[config.mk]
export PLATFORM = sky130hd
export DESIGN_NAME = data_mem_mc
export DESIGN_NICKNAME = d
export VERILOG_FILES = /design/src/rtl/data_mem_mc.sv
export SDC_FILE = /design/constraint.sdc
export NUM_CORES = 2
export LEC_CHECK = 0
export ABC_AREA = 1
export BUFFER_PORTS_ARGS = -buffer_cell sky130_fd_sc_hd__buf_4
export CORE_MARGIN = 2
export CORE_UTILIZATION = 35
export DETAILED_ROUTE_END_ITERATION = 10
export HOLD_SLACK_MARGIN = 0.12
export SYNTH_ARGS = -nofsm -noshare
export SYNTH_HDL_FRONTEND = slang
export SYNTH_SLANG_ARGS = --single-unit
[constraint.sdc]
create_clock -name clk -period 5.2 [get_ports clk]
set_clock_uncertainty 0.1 [all_clocks]
set_input_delay 0.52 -clock clk [delete_from_list [all_inputs] [get_ports clk]]
set_output_delay 0.52 -clock clk [all_outputs]
set_load 0.005 [all_outputs]
[src/rtl/data_mem_mc.sv]
// Multi-cycle data memory with branch-resolution mux: an access is accepted in
// IDLE, spends LATENCY cycles in BUSY, and signals completion with a DONE pulse.
module data_mem_mc #(
  parameter int WIDTH     = 16,
  parameter int ADDR_BITS = 8,
  parameter int LATENCY   = 2
) (
  input  logic             clk,
  input  logic             rst,
  input  logic             zero,
  input  logic             ltz,
  input  logic             Branch,
  input  logic [1:0]       branch_op,
  input  logic [WIDTH-1:0] branchAddr,
  input  logic [WIDTH-1:0] pc,
  input  logic             MemRead,
  input  logic             MemWrite,
  input  logic             halt,
  input  logic [WIDTH-1:0] ALU_result,
  input  logic [WIDTH-1:0] writedata,
  output logic [WIDTH-1:0] branch_or_pc,
  output logic [WIDTH-1:0] readData,
  output logic             stall,
  output logic             done
);

  typedef enum logic [1:0] {IDLE, BUSY, DONE} state_t;

  localparam logic [3:0] LAT_CNT = LATENCY[3:0];

  state_t                 state;
  logic [3:0]             cnt;
  logic [ADDR_BITS-1:0]   idx_q;
  logic [WIDTH-1:0]       wdata_q;
  logic                   op_wr_q;
  logic [WIDTH-1:0]       mem [0:(1<<ADDR_BITS)-1];

  logic cond;
  logic to_branch;
  logic req;
  logic mem_we;
  logic unused_addr_hi;

  always_comb begin
    cond = 1'b0;
    case (branch_op)
      2'b00:   cond = zero;
      2'b01:   cond = ~zero;
      2'b10:   cond = ltz;
      default: cond = ~ltz;
    endcase
  end

  assign to_branch      = Branch & cond;
  assign branch_or_pc   = to_branch ? branchAddr : pc;
  assign req            = (MemRead | MemWrite) & ~halt;
  assign stall          = ((state == IDLE) & req) | (state == BUSY);
  assign mem_we         = (state == BUSY) && (cnt == 4'd1) && op_wr_q;
  // Upper address bits wrap silently.
  assign unused_addr_hi = ^ALU_result[WIDTH-1:ADDR_BITS];

  // The array is deliberately unreset; a reset mid-access never reaches the
  // write edge because state is cleared asynchronously.
  always_ff @(posedge clk) begin
    if (mem_we) mem[idx_q] <= wdata_q;
  end

  always_ff @(posedge clk or negedge rst) begin
    if (!rst) begin
      state    <= IDLE;
      cnt      <= '0;
      readData <= '0;
      done     <= 1'b0;
      idx_q    <= '0;
      wdata_q  <= '0;
      op_wr_q  <= 1'b0;
    end else begin
      done <= 1'b0;
      case (state)
        IDLE: begin
          if (req) begin
            idx_q   <= ALU_result[ADDR_BITS-1:0];
            wdata_q <= writedata;
            op_wr_q <= MemWrite;
            cnt     <= LAT_CNT;
            state   <= BUSY;
          end
        end
        BUSY: begin
          cnt <= cnt - 4'd1;
          if (cnt == 4'd1) begin
            if (!op_wr_q) readData <= mem[idx_q];
            done  <= 1'b1;
            state <= DONE;
          end
        end
        DONE:    state <= IDLE;
        default: state <= IDLE;
      endcase
    end
  end

endmodule

==> results_dict.tcl <==
set metrics [dict create \
    status "finished clean" \
    clkLatencyLatePin_ns 1.00 \
    fill_cells 44600 \
    ys_top_cells_by_count "nand2_1 (8165), edfxtp_1 (4096), nor2_1 (926)" \
    netlist_area_um2 167000 \
    p_total_mw 108 \
    drc 0 \
    drt_iter0_drc 12100 \
    met2_usage_pct 31.1 \
    postLayoutCoreUtil_pct 40.2 \
    syn_nets 15100 \
    htree_levels 5 \
    synth_seq_cells 4144 \
    setup_viol 0 \
    die_area_um2 483000 \
    ant_nets 0 \
    drtPass1Iterations 6 \
    synth-edff-count 4096 \
    gr-max-usage-layer "met2" \
    ys_async_sr_fraction_pct 1.16 \
    clock.fmax_ghz 0.230 \
    grt_pass1_vias 101000 \
    cap_violations 0 \
    syn_to_final_growth_pct 14.2 \
    grt_remaining_overflow 0 \
    worst_hold_slack_ns 0.238 \
    period_share_pct 83.8 \
    grt_max_degree 161 \
    cts_resized 0 \
    p_leak_nw 72.3 \
    ir_drop_mv 0.719 \
    rows 253 \
    path_cells "inv_8 > nor2_4 > buf_12 > buf_4 > nand2_1 > nand3_1 > nand2_1 > nand2_1 > nor2_1 > nor2_1 > nor2_1 > nand2_1 > nand2_1 > nand3_1 > nor2_1 > nor2_1" \
    critPathArrivalTime_ns 5.14 \
    relSlewSlack_pct 12.8 \
    hold_violations 0 \
    critPathKind "flip-flop to flip-flop" \
    synthTopCellsByArea "edfxtp_1 (74%), nand2_1 (18%), nor2_1 (2.1%)" \
    crit_buf_inv 3 \
    period_minus_slack_ns 4.36 \
    worst_slew_pin_slew_ns 1.31 \
    cp_slowest_cell "dfrtp_4" \
    cp-start-kind "flip-flop" \
    reg2reg_from "idx_q[1]$_DFFE_PN0P_" \
    yosysTopAreaCell "edfxtp_1" \
    hold_start "halt" \
    crit_required_ns 5.98 \
    power.density_nw_per_um2 564 \
    synth_most_common_cell "nand2_1" \
    wl_per_cell_um 21.8 \
    synth_cells 15000 \
    synth-main-ff-cell "edfxtp_1" \
    critPathTopFamily "simple AND/OR/NAND/NOR gates" \
    ctsHoldBuffers 28 \
    grt_use_met1_pct 26.6 \
    vias 109000 \
    ys_seq_area_share_pct 74.3 \
    place_congestion 0.846 \
    met3_usage_pct 2.74 \
    drive_gt1_share_pct 8.20 \
    crit_fanout 77 \
    startpoint "idx_q[1]$_DFFE_PN0P_" \
    dp_hpwl_um 268000 \
    grt.total_usage_pct 19.3 \
    num_io_pins 108 \
    antenna_found_initial 20 \
    clockRootBuffer "clkbuf_16" \
    final.setup.tns_ns 0 \
    core_area_um2 475000 \
    nNetsFinal 15400 \
    postSynthAreaPerCell_um2 11.2 \
    cts.sink_count 4144 \
    wl_um 481000 \
    die_h_um 695 \
    start_util_pct 35.2 \
    die_w_um 695 \
    synth_warnings 0 \
    critical_path.endpoint_type "flip-flop" \
    grt_pass1_wl_um 695000 \
    hold_path_class "input port to flip-flop" \
    slowest_delay_ns 0.59 \
    rsz0062_at_grt "no" \
    clk_path_buf_depth 4 \
    multi_input_area_um2 39500 \
    seq_area_um2 124000 \
    cts_buffers 423 \
    netlist.area_leader.share_pct 73.6 \
    post_cts.repair.setup_buffers 0 \
    cts_tree "done" \
    port-buffer-count 99 \
    placed_cell_area_um2 178000 \
    final_cell_area_um2 191000 \
    maxSlewViolCount 0 \
    viasPerCell 4.95 \
    clk_pin_slew_ns 0.06 \
    synth_cell_types 26 \
]
worst reg2reg max path, cell delays in order (launching register included):
cell and delay, ns:
dfrtp_4 0.59, inv_8 0.57, nor2_4 0.23, buf_12 0.25
buf_4 0.28, nand2_1 0.10, nand3_1 0.07, nand2_1 0.06
nand2_1 0.06, nor2_1 0.15, nor2_1 0.06, nor2_1 0.53
nand2_1 0.42, nand2_1 0.28, nand3_1 0.26, nor2_1 0.17
nor2_1 0.05
flip-flops by register name (all words and copies together), names as in the netlist:
signal    cells
mem        4096
readData     16
wdata_q      16
idx_q         8
cnt           4
state         2
done          1
op_wr_q       1
power breakdown:
group / total [mW] / switching, mW / internal [mW]
clock: 29.1 / 12.8 / 16.3
sequential: 43.5 / 1.47 / 42.0
combinational: 35.2 / 27.4 / 7.83
stage by stage:
stage | setup WS [ns] | cells
5_1_grt | 0.764 | 22000
3_3_place_gp | 0.992 | 21200
6_report | 0.843 | 22000
2_1_floorplan | 1.12 | 15000
4_1_cts | 0.978 | 22000
3_5_place_dp | 0.999 | 21200
kinds of logic after synthesis:
logic type / count (synthesis) / share of synthesized area [%]
buf+inv: 799 / 2.17
mux: 35 / 0.236
flops: 4144 / 74.3
fa+ha+maj: 2 / 0.0150
compound gates: 441 / 1.34
simple gates: 9561 / 22.0
metal layers:
metal	vias up	wire length, µm
met5	-	31
met1	53100	200000
met3	795	39400
met2	4501	223000
met4	4	18600
li1	50600	-
final cells by class:
cell class	instances	share of cell area [%]
diodes	7	0.00917
clock buffers	539	5.84
clock inverters	234	1.02
inverters	31	0.0766
multi-input cells	10000	20.7
flip-flops and latches	4144	65.0
well taps	6375	4.18
repair buffers	655	3.14
final timing paths:
path | end | slack [ns] | cells after the start
hold / removal | idx_q[6]$_DFFE_PN0P_ | 0.24 | 5
setup reg to reg | readData[10]$_DFFE_PN0P_ | 0.84 | 16
min in group asynchronous | readData[0]$_DFFE_PN0P_ | 0.42 | 3
setup / recovery | readData[10]$_DFFE_PN0P_ | 0.84 | 16
hold reg to reg | cnt[2]$_DFFE_PN0P_ | 0.41 | 1
max in group asynchronous | idx_q[0]$_DFFE_PN0P_ | 3.98 | 4
cells in the final DEF, fill, tap and decap left out, types with 4 or more instances in the layout:
master,synthesis,final
dlygate4sd3_1,0,27
a21oi_1,207,207
clkbuf_8,0,6
inv_1,19,19
dfrtp_4,0,18
clkinv_2,0,73
clkinvlp_4,0,8
clkinv_16,0,8
clkbuf_16,0,427
o21ai_1,66,66
mux2_2,35,35
edfxtp_1,4096,4096
nand2_2,1,18
buf_4,6,547
inv_8,0,4
a22oi_1,11,11
clkbuf_1,199,106
o21ai_0,155,155
nor2_1,926,921
nand2_1,8165,8146
bufinv_16,0,23
inv_2,6,4
nand3_1,254,254
inv_6,0,9
dfrtp_1,48,30
buf_12,0,80
clkinv_1,6,109
diode_2,0,7
nor2_4,0,6
nand4_1,207,207
No activity file was read; power rests on OpenSTA's default activity.
